**src/rtl/sigmoid_pwl_unit.sv**
```systemverilog
`default_nettype none
// ============================================================================
//  Module   : sigmoid_pwl_unit
//  Purpose  : Two-stage piecewise-linear sigmoid with per-packet argmax mode.
//  Revision : 1.0
// ============================================================================
module sigmoid_pwl_unit #(
    parameter int DATA_W = 16,
    parameter int FRAC_W = 12,
    parameter int IDX_W  = 8
) (
    input  logic              clk,
    input  logic              rst,
    input  logic              mode_i,
    input  logic              in_valid_i,
    output logic              in_ready_o,
    input  logic [DATA_W-1:0] in_data_i,
    input  logic [IDX_W-1:0]  in_idx_i,
    input  logic              in_last_i,
    output logic              out_valid_o,
    input  logic              out_ready_i,
    output logic [FRAC_W:0]   out_data_o,
    output logic [IDX_W-1:0]  out_idx_o,
    output logic              out_last_o
);

    localparam int          OUT_W     = FRAC_W + 1;
    localparam int unsigned C_ONE     = 1 << FRAC_W;
    localparam int unsigned C_SAT_TH  = 5 << FRAC_W;
    localparam int unsigned C_MID_TH  = (19 << FRAC_W) / 8;
    localparam logic [OUT_W-1:0] C_ONE_O  = OUT_W'(C_ONE);
    localparam logic [OUT_W-1:0] C_OFF2_O = OUT_W'((27 * C_ONE + 16) / 32);
    localparam logic [OUT_W-1:0] C_OFF1_O = OUT_W'((5 * C_ONE + 4) / 8);
    localparam logic [OUT_W-1:0] C_OFF0_O = OUT_W'((C_ONE + 1) / 2);

    typedef enum logic [1:0] {
        ST_IDLE = 2'd0,
        ST_ACT  = 2'd1,
        ST_ARG  = 2'd2
    } state_t;

    state_t state_q, state_d;

    logic              s1_valid_q, s1_neg_q, s1_last_q, s1_arg_q, s1_first_q, s1_emit_q;
    logic [DATA_W-1:0] s1_a_q;
    logic [1:0]        s1_seg_q;
    logic [IDX_W-1:0]  s1_idx_q;

    logic              out_valid_q, out_last_q;
    logic [OUT_W-1:0]  out_data_q, best_val_q;
    logic [IDX_W-1:0]  out_idx_q, best_idx_q;

    logic              w_adv, w_accept, w_beat_arg, w_first;
    logic              w_neg, w_min, w_take;
    logic [DATA_W-1:0] w_abs;
    logic [1:0]        w_seg;
    logic [OUT_W-1:0]  w_y, w_res, w_win_val;
    logic [IDX_W-1:0]  w_win_idx;

    assign w_adv      = !out_valid_q || out_ready_i;
    assign in_ready_o = w_adv && !rst;
    assign w_accept   = in_valid_i && in_ready_o;
    assign w_first    = (state_q == ST_IDLE);
    // Mode is only honoured on the first beat; mid-packet beats follow the packet type.
    assign w_beat_arg = w_first ? mode_i : (state_q == ST_ARG);

    always_comb begin
        state_d = state_q;
        if (w_accept) begin
            if (in_last_i) begin
                state_d = ST_IDLE;
            end else begin
                state_d = w_beat_arg ? ST_ARG : ST_ACT;
            end
        end
    end

    // Stage 1: magnitude (most-negative input saturates), sign and segment.
    assign w_neg = in_data_i[DATA_W-1];
    assign w_min = w_neg && (in_data_i[DATA_W-2:0] == '0);
    assign w_abs = !w_neg ? in_data_i : (w_min ? {1'b0, {(DATA_W-1){1'b1}}} : -in_data_i);

    always_comb begin
        w_seg = 2'd0;
        if (32'(w_abs) >= C_SAT_TH) begin
            w_seg = 2'd3;
        end else if (32'(w_abs) >= C_MID_TH) begin
            w_seg = 2'd2;
        end else if (32'(w_abs) >= C_ONE) begin
            w_seg = 2'd1;
        end
    end

    // Stage 2: segment evaluation; each non-saturated segment stays below 1.0.
    always_comb begin
        w_y = C_ONE_O;
        case (s1_seg_q)
            2'd3:    w_y = C_ONE_O;
            2'd2:    w_y = OUT_W'(s1_a_q >> 5) + C_OFF2_O;
            2'd1:    w_y = OUT_W'(s1_a_q >> 3) + C_OFF1_O;
            default: w_y = OUT_W'(s1_a_q >> 2) + C_OFF0_O;
        endcase
        if (w_y > C_ONE_O) begin
            w_y = C_ONE_O;
        end
        w_res = s1_neg_q ? (C_ONE_O - w_y) : w_y;
    end

    // Strictly-greater comparison keeps the earliest index on ties.
    assign w_take    = s1_first_q || (w_res > best_val_q);
    assign w_win_val = w_take ? w_res    : best_val_q;
    assign w_win_idx = w_take ? s1_idx_q : best_idx_q;

    always_ff @(posedge clk) begin
        if (rst) begin
            state_q     <= ST_IDLE;
            s1_valid_q  <= 1'b0;
            s1_neg_q    <= 1'b0;
            s1_last_q   <= 1'b0;
            s1_arg_q    <= 1'b0;
            s1_first_q  <= 1'b0;
            s1_emit_q   <= 1'b0;
            s1_a_q      <= '0;
            s1_seg_q    <= 2'd0;
            s1_idx_q    <= '0;
            out_valid_q <= 1'b0;
            out_last_q  <= 1'b0;
            out_data_q  <= '0;
            out_idx_q   <= '0;
            best_val_q  <= '0;
            best_idx_q  <= '0;
        end else begin
            state_q <= state_d;
            if (w_adv) begin
                s1_valid_q <= in_valid_i;
                if (in_valid_i) begin
                    s1_a_q     <= w_abs;
                    s1_neg_q   <= w_neg;
                    s1_seg_q   <= w_seg;
                    s1_idx_q   <= in_idx_i;
                    s1_last_q  <= in_last_i;
                    s1_arg_q   <= w_beat_arg;
                    s1_first_q <= w_first;
                    s1_emit_q  <= !w_beat_arg || in_last_i;
                end
                out_valid_q <= s1_valid_q && s1_emit_q;
                if (s1_valid_q && s1_emit_q) begin
                    out_data_q <= s1_arg_q ? w_win_val : w_res;
                    out_idx_q  <= s1_arg_q ? w_win_idx : s1_idx_q;
                    out_last_q <= s1_arg_q || s1_last_q;
                end
                if (s1_valid_q && s1_arg_q) begin
                    best_val_q <= w_win_val;
                    best_idx_q <= w_win_idx;
                end
            end
        end
    end

    assign out_valid_o = out_valid_q;
    assign out_data_o  = out_data_q;
    assign out_idx_o   = out_idx_q;
    assign out_last_o  = out_last_q;

endmodule
`default_nettype wire

```
**config.mk**
```make
export PLATFORM = sky130hd
export DESIGN_NAME = sigmoid_pwl_unit
export DESIGN_NICKNAME = d
export VERILOG_FILES = /design/src/rtl/sigmoid_pwl_unit.sv
export SDC_FILE = /design/constraint.sdc
export NUM_CORES = 1
export LEC_CHECK = 0
export CORE_MARGIN = 1
export CORE_UTILIZATION = 37
export CTS_CLUSTER_DIAMETER = 50
export DETAILED_ROUTE_END_ITERATION = 6
export SYNTH_ARGS = -nofsm -noshare
export SYNTH_HDL_FRONTEND = slang
export SYNTH_SLANG_ARGS = --single-unit
```
**constraint.sdc**
```tcl
create_clock -name clk -period 5.5 [get_ports clk]
set_input_delay 1.375 -clock clk [delete_from_list [all_inputs] [get_ports clk]]
set_output_delay 1.375 -clock clk [all_outputs]
set_load 0.03 [all_outputs]
```
# Yosys cells after proc, flatten, opt, wreduce, memory -nomap -nowiden
# Index checks and enable logic that the tools add are counted.
word_totals:
  reg_bits: 78
  out_inout_bits: 24
  input_bits: 30
classes:
  magnitude_cmp: 5
  muxes: 15
  n_eq_ne: 4
  addsub: 5
  reduce_logical: 17
op_table:
  columns: ["op", "n"]
  rows:
  - ["two-way mux 13 bit", 4]
  - ["case mux 13 bit (3 select lines)", 1]
  - ["two-way mux 16 bit", 2]
  - ["adder 13 x 12 -> 13 bit, second input constant", 2]
  - ["greater-or-equal comparator 16 x 13 -> 1 bit, second input constant", 1]
  - ["greater-or-equal comparator 16 x 14 -> 1 bit, second input constant", 1]
  - ["greater-or-equal comparator 16 x 15 -> 1 bit, second input constant", 1]
  - ["two-way mux 8 bit", 2]
  - ["negator 16 bit", 1]
  - ["zero test 15 bit", 1]
  - ["adder 11 x 12 -> 13 bit, second input constant", 1]
  - ["> comparator 13 bit", 1]
  - ["> comparator 13 bit, second input constant", 1]
  - ["subtractor 13 bit, first input constant", 1]
  - ["two-way mux 2 bit", 4]
  - ["== test 2 bit, second input constant", 3]
  - ["AND reduction 2 bit", 3]
  - ["logical AND 1 bit", 5]
  - ["logical OR 1 bit", 4]
  - ["zero test 1 bit", 3]
  - ["== test 2 x 1 -> 1 bit, second input constant", 1]
  - ["zero test 2 bit", 1]
  - ["two-way mux 1 bit", 2]

# Longest topological paths before layout
depth:
  depth_word: 10
  ltp_mapped: 24
  mapped_depth_nobuf: 22

# Worst setup path before layout
# No wires, ideal clock.
synth_path:
  path_kind: "reg-to-reg"
  startpoint: "register s1_a_q[14]"
  endpoint: "register best_idx_q[0]"
  path_slack_ps: 1098
  setup_ps: 128
  t_arrival_ps: 4274
  stages_incl_launch_ff: 24
  path_cell_list: "dfxtp_1 -> inv_1 -> ha_1 -> a21oi_1 -> mux2i_1 -> nor2_1 -> buf_2 -> or2_1 -> ha_1 -> inv_1 -> o31ai_1 -> and3_1 -> a311oi_2 -> inv_1 -> ha_1 -> a21oi_1 -> nor2_1 -> a2111oi_0 -> a21oi_1 -> nor3b_1 -> a2111oi_4 -> buf_2 -> mux2i_1 -> nor2_1"
synth_between:
  elab_chain_len: 9
  word_cells_on_any_way: 11
synth_rtl:
  columns: ["element", "line_no", "source"]
  rows:
  - ["from (decl)", "45", "logic [DATA_W-1:0] s1_a_q;"]
  - ["from (signal assigned)", "137", "s1_a_q <= w_abs;"]
  - ["adder 13 x 12 -> 13 bit (tied with other cells)", "100", "2'd1: w_y = OUT_W'(s1_a_q >> 3) + C_OFF1_O;"]
  - ["case mux 13 bit (3 select lines) (*)", "97", "case (s1_seg_q)"]
  - ["> comparator 13 bit", "103", "if (w_y > C_ONE_O) begin"]
  - ["two-way mux 13 bit (*)", "103", null]
  - ["subtractor 13 bit", "106", "w_res = s1_neg_q ? (C_ONE_O - w_y) : w_y;"]
  - ["two-way mux 13 bit (*)", "106", null]
  - ["> comparator 13 bit (*)", "110", "assign w_take = s1_first_q || (w_res > best_val_q);"]
  - ["logical OR 1 bit (*)", "110", null]
  - ["two-way mux 8 bit (*)", "112", "assign w_win_idx = w_take ? s1_idx_q : best_idx_q;"]
  - ["to (signal assigned)", "154", "best_idx_q <= w_win_idx;"]
  - ["to (decl)", "51", "logic [IDX_W-1:0] out_idx_q, best_idx_q;"]
# Every way passes the cells marked *; elsewhere a longest branch is shown, timed or not.
# A chain may end at the register's enable or synchronous reset.

# Worst setup path after layout
layout_path:
  startpoint: "register s1_a_q[14]"
  endpoint: "register best_val_q[6]"
layout_between:
  elab_chain_len: 9
  word_cells_on_any_way: 11
layout_rtl:
  columns: ["element", "line_no", "source"]
  rows:
  - ["adder 13 x 12 -> 13 bit (tied with other cells)", "100", null]
  - ["case mux 13 bit (3 select lines) (*)", "97", null]
  - ["> comparator 13 bit", "103", null]
  - ["two-way mux 13 bit (*)", "103", null]
  - ["subtractor 13 bit", "106", null]
  - ["two-way mux 13 bit (*)", "106", null]
  - ["> comparator 13 bit", "110", null]
  - ["logical OR 1 bit", "110", null]
  - ["two-way mux 13 bit (*)", "111", "assign w_win_val = w_take ? w_res : best_val_q;"]
  - ["to (signal assigned)", "153", "best_val_q <= w_win_val;"]
  - ["to (decl)", "50", "logic [OUT_W-1:0] out_data_q, best_val_q;"]
# Marks and branches as above.

==> impl_metrics.tcl <==
set metrics [dict create \
    clk_pin_slew_ns 0.06 \
    multi_input_area_um2 2736 \
    wl_per_cell_um 14.51 \
    grt_max_degree 81 \
    r2r_cells 22 \
    yosysWarnings 0 \
    cts_max_level 3 \
    finalMaxSlewViolations 0 \
    cts_tree "yes" \
    p_leak_nw 1.956 \
    fp-row-count 40 \
    worst_hold_startpoint "out_data_o[4]" \
    critPathArrivalTime_ns 5.28 \
    synth_top_area_cell "dfxtp_1" \
    synth_area_leaders "dfxtp_1 (34%), mux2i_1 (8.8%), nor2_1 (6.2%)" \
    path_cells "inv_1, ha_1, a21oi_1, mux2i_1, nor2_1, nor2_1, inv_1, ha_1, inv_1, o31ai_1, and3_1, a311oi_2, inv_1, ha_1, a21oi_1, nor2_1, a2111oi_1, a21oi_1, nor3b_1, a2111oi_4, buf_4, a211oi_1" \
    avgViaCountPerCell 5.287 \
    rr_endpoint "best_val_q[6]" \
    die_w_um 112.6 \
    fmax_mhz 198.0 \
    end_kind "flop" \
    fin_crit_sh_pct 91.81 \
    syn-mean-instance-area_um2 8.263 \
    clk_latency_ns 0.34 \
    cp_slowest_cell "dfxtp_1" \
    ys_ff_latch 76 \
    synth_edf_count 0 \
    synthSimpleGateAreaFrac_pct 22.77 \
    synth_mux_area_share_pct 9.340 \
    setup-violations-final 0 \
    numCtsBuffers 9 \
    final.setup.tns_ns 0 \
    max_stage_delay_ns 0.47 \
    clock_path_buffers 2 \
    diodes 0 \
    top_usage_layer "met2" \
    cp-start-kind "flop" \
    min_path_cells 2 \
    synth_top_family_by_area "simple AND/OR/NAND/NOR gates" \
    place_congestion 0.8446 \
    grt-ovfl-total 0 \
    grt_pass1_wl_mm 18.18 \
    drc 0 \
    clock-sinks 76 \
    cpMostUsedCell "inv_1" \
    syn-num-nets 598 \
    ir_worst_vdd_mv 0.1376 \
    synth_xor_area_share_pct 3.482 \
    dp_slack_ns 0.2347 \
    synth_cell_types 63 \
    required_ns 5.73 \
    synth_compound_area_share_pct 18.98 \
    vias 3918 \
    antenna_found_initial 0 \
    period_minus_slack_ns 5.050 \
    area_growth_pct 20.09 \
    seq_area_frac_synth_pct 33.60 \
    worst_slew_pin_slew_ns 1.147 \
    maxCapViolCount 0 \
    syn-instance-count 548 \
    coreArea_um2 11960 \
    die_h_um 112.6 \
    powerDensity_nw_per_um2 293.1 \
    num-fill-cells 1172 \
    detailed_place_hpwl_mm 7.721 \
    layout.nets 639 \
    firstDrtPassIters 4 \
    register_area_um2 1521 \
    grt.total_usage_pct 17.93 \
    first_iter_violations 184 \
    status "finished, final reports clean" \
    grt_util_met1_pct 23.85 \
    cts-root-buf "clkbuf_16" \
    synth_fa_ha_area_share_pct 5.526 \
    grt_use_met3_pct 3.834 \
    r2r_slack_ns 0.45 \
    crit_type "reg2reg" \
    hold_slack_ns 0.4538 \
    crit_fanout 18 \
    min_to "out_data_o[4]" \
    worst_slack_ns 0.4503 \
    clock-skew-final_ns 0.007835 \
    grt_pass1_vias 3697 \
    gr-usage-met2_pct 28.44 \
    ys.flop_type "dfxtp_1" \
    netlist_area_um2 4528 \
    synthArstFlopShare_pct 0 \
    drive_gt1_share_pct 8.249 \
    synth_top_area_share_pct 33.60 \
    drt-total-wl_mm 10.75 \
    final_core_util_pct 45.46 \
    ctsHoldBuffers 0 \
    drtAntennaViolNets 0 \
    io_pins 54 \
    io_buffers 53 \
    die_area_um2 12680 \
    r2r-start "s1_a_q[14]" \
    start_util_pct 37.86 \
    hold_class "reg2reg" \
    hold_violations 0 \
    relSlewSlack_pct 23.43 \
]
[cells in the mapped netlist (5+ instances only)]
library cell  number
clkbuf_1          23
nor3_1            17
nand3_1            6
nand3b_1          12
dfxtp_1           76
nand2b_1           6
nand2_1           46
a211oi_1          30
o21ai_1            6
inv_1             26
o31ai_1            8
nor2_1            75
buf_2              5
ha_1              20
a21oi_1           43
xnor2_1            5
o21ai_0           15
mux2i_1           40
xor2_1            13
[sequential cells by signal, indices dropped and copies added (netlist names), 2 cells and up]
name,flops
best_val_q,13
out_data_o,13
state_q,2
best_idx_q,8
s1_seg_q,2
s1_a_q,14
s1_idx_q,8
out_idx_o,8
[placed cells by master (no fill, tap or decap), drive strengths merged, types with 19 or more instances in the layout]
master and instances:
a211oi 30, ha 20, dfxtp 76, o21ai 23, clkdlybuf4s50 52, a21oi 43, nor3 19, inv 30
mux2i 40, nand2 46, nor2 75
[layout make-up]
| cell class | instances | share of cell area, % |
|---|---|---|
| well taps | 147 | 3.382 |
| flip-flops and latches | 76 | 27.98 |
| clock inverters | 7 | 1.058 |
| inverters | 26 | 1.795 |
| multi-input cells | 411 | 50.32 |
| clock buffers | 9 | 4.142 |
| repair buffers | 65 | 11.32 |
[report_power, final]
part | switching, W | internal, W | leakage [nW]
sequential | 0.0000262 | 0.000576 | 0.621
combinational | 0.000251 | 0.000176 | 1.20
clock | 0.000251 | 0.000312 | 0.135
[stage by stage]
| step | cells | instance area (um2) | power [W] |
|---|---|---|---|
| 2_1_floorplan | 548 | 4528 | 0.0009193 |
| 3_5_place_dp | 721 | 5116 | 0.001032 |
| 4_1_cts | 737 | 5399 | 0.001602 |
| 3_3_place_gp | 721 | 5116 | 0.001027 |
| 5_1_grt | 741 | 5438 | 0.001691 |
| 6_report | 741 | 5438 | 0.001594 |
[timing repair]
item                                    4_1_cts  5_1_grt
buffers inserted                              0        4
resized for setup                             0        2
endpoints found under the setup margin        0       31
[worst max path at each step]
| stage | start | end | slack, ns | cells after the start |
|---|---|---|---|---|
| 3_5_place_dp | s1_a_q[14] | out_idx_o[2] | 0.23 | 22 |
| 2_1_floorplan | s1_a_q[14] | best_idx_q[0] | 1.10 | 23 |
| 3_3_place_gp | s1_a_q[14] | best_idx_q[7] | 0.41 | 23 |
| 6_report | s1_a_q[14] | best_val_q[6] | 0.45 | 22 |
| 4_1_cts | s1_a_q[14] | out_idx_o[2] | 0.23 | 22 |
| 5_1_grt | s1_a_q[14] | best_val_q[6] | -0.02 | 22 |
[critical path, delay by kind of cell (launching register included)]
kind                       cells  cell delay [ns]
AOI/OAI and AO/OA              8             1.80
and+or+nand+nor                5             0.97
adders and majority gates      3             0.74
buffers and inverters          5             0.73
DFF                            1             0.47
muxes                          1             0.24
[cell families (layout without fill, tap and decap cells)]
family	count (synthesis)	in the layout
simple gates	203	203
buf+inv	61	107
xor+xnor	18	18
fa+ha+maj	20	20
compound gates	128	128
mux	42	42
flops	76	76
[layer usage]
| metal | share of wire, % | up-vias |
|---|---|---|
| met3 | 3.5 | 14 |
| met2 | 46 | 65 |
| met5 | 0 | - |
| met1 | 49 | 1804 |
| met4 | 1.9 | 0 |
| li1 | - | 2035 |
Power figures use the tool's default switching activity.
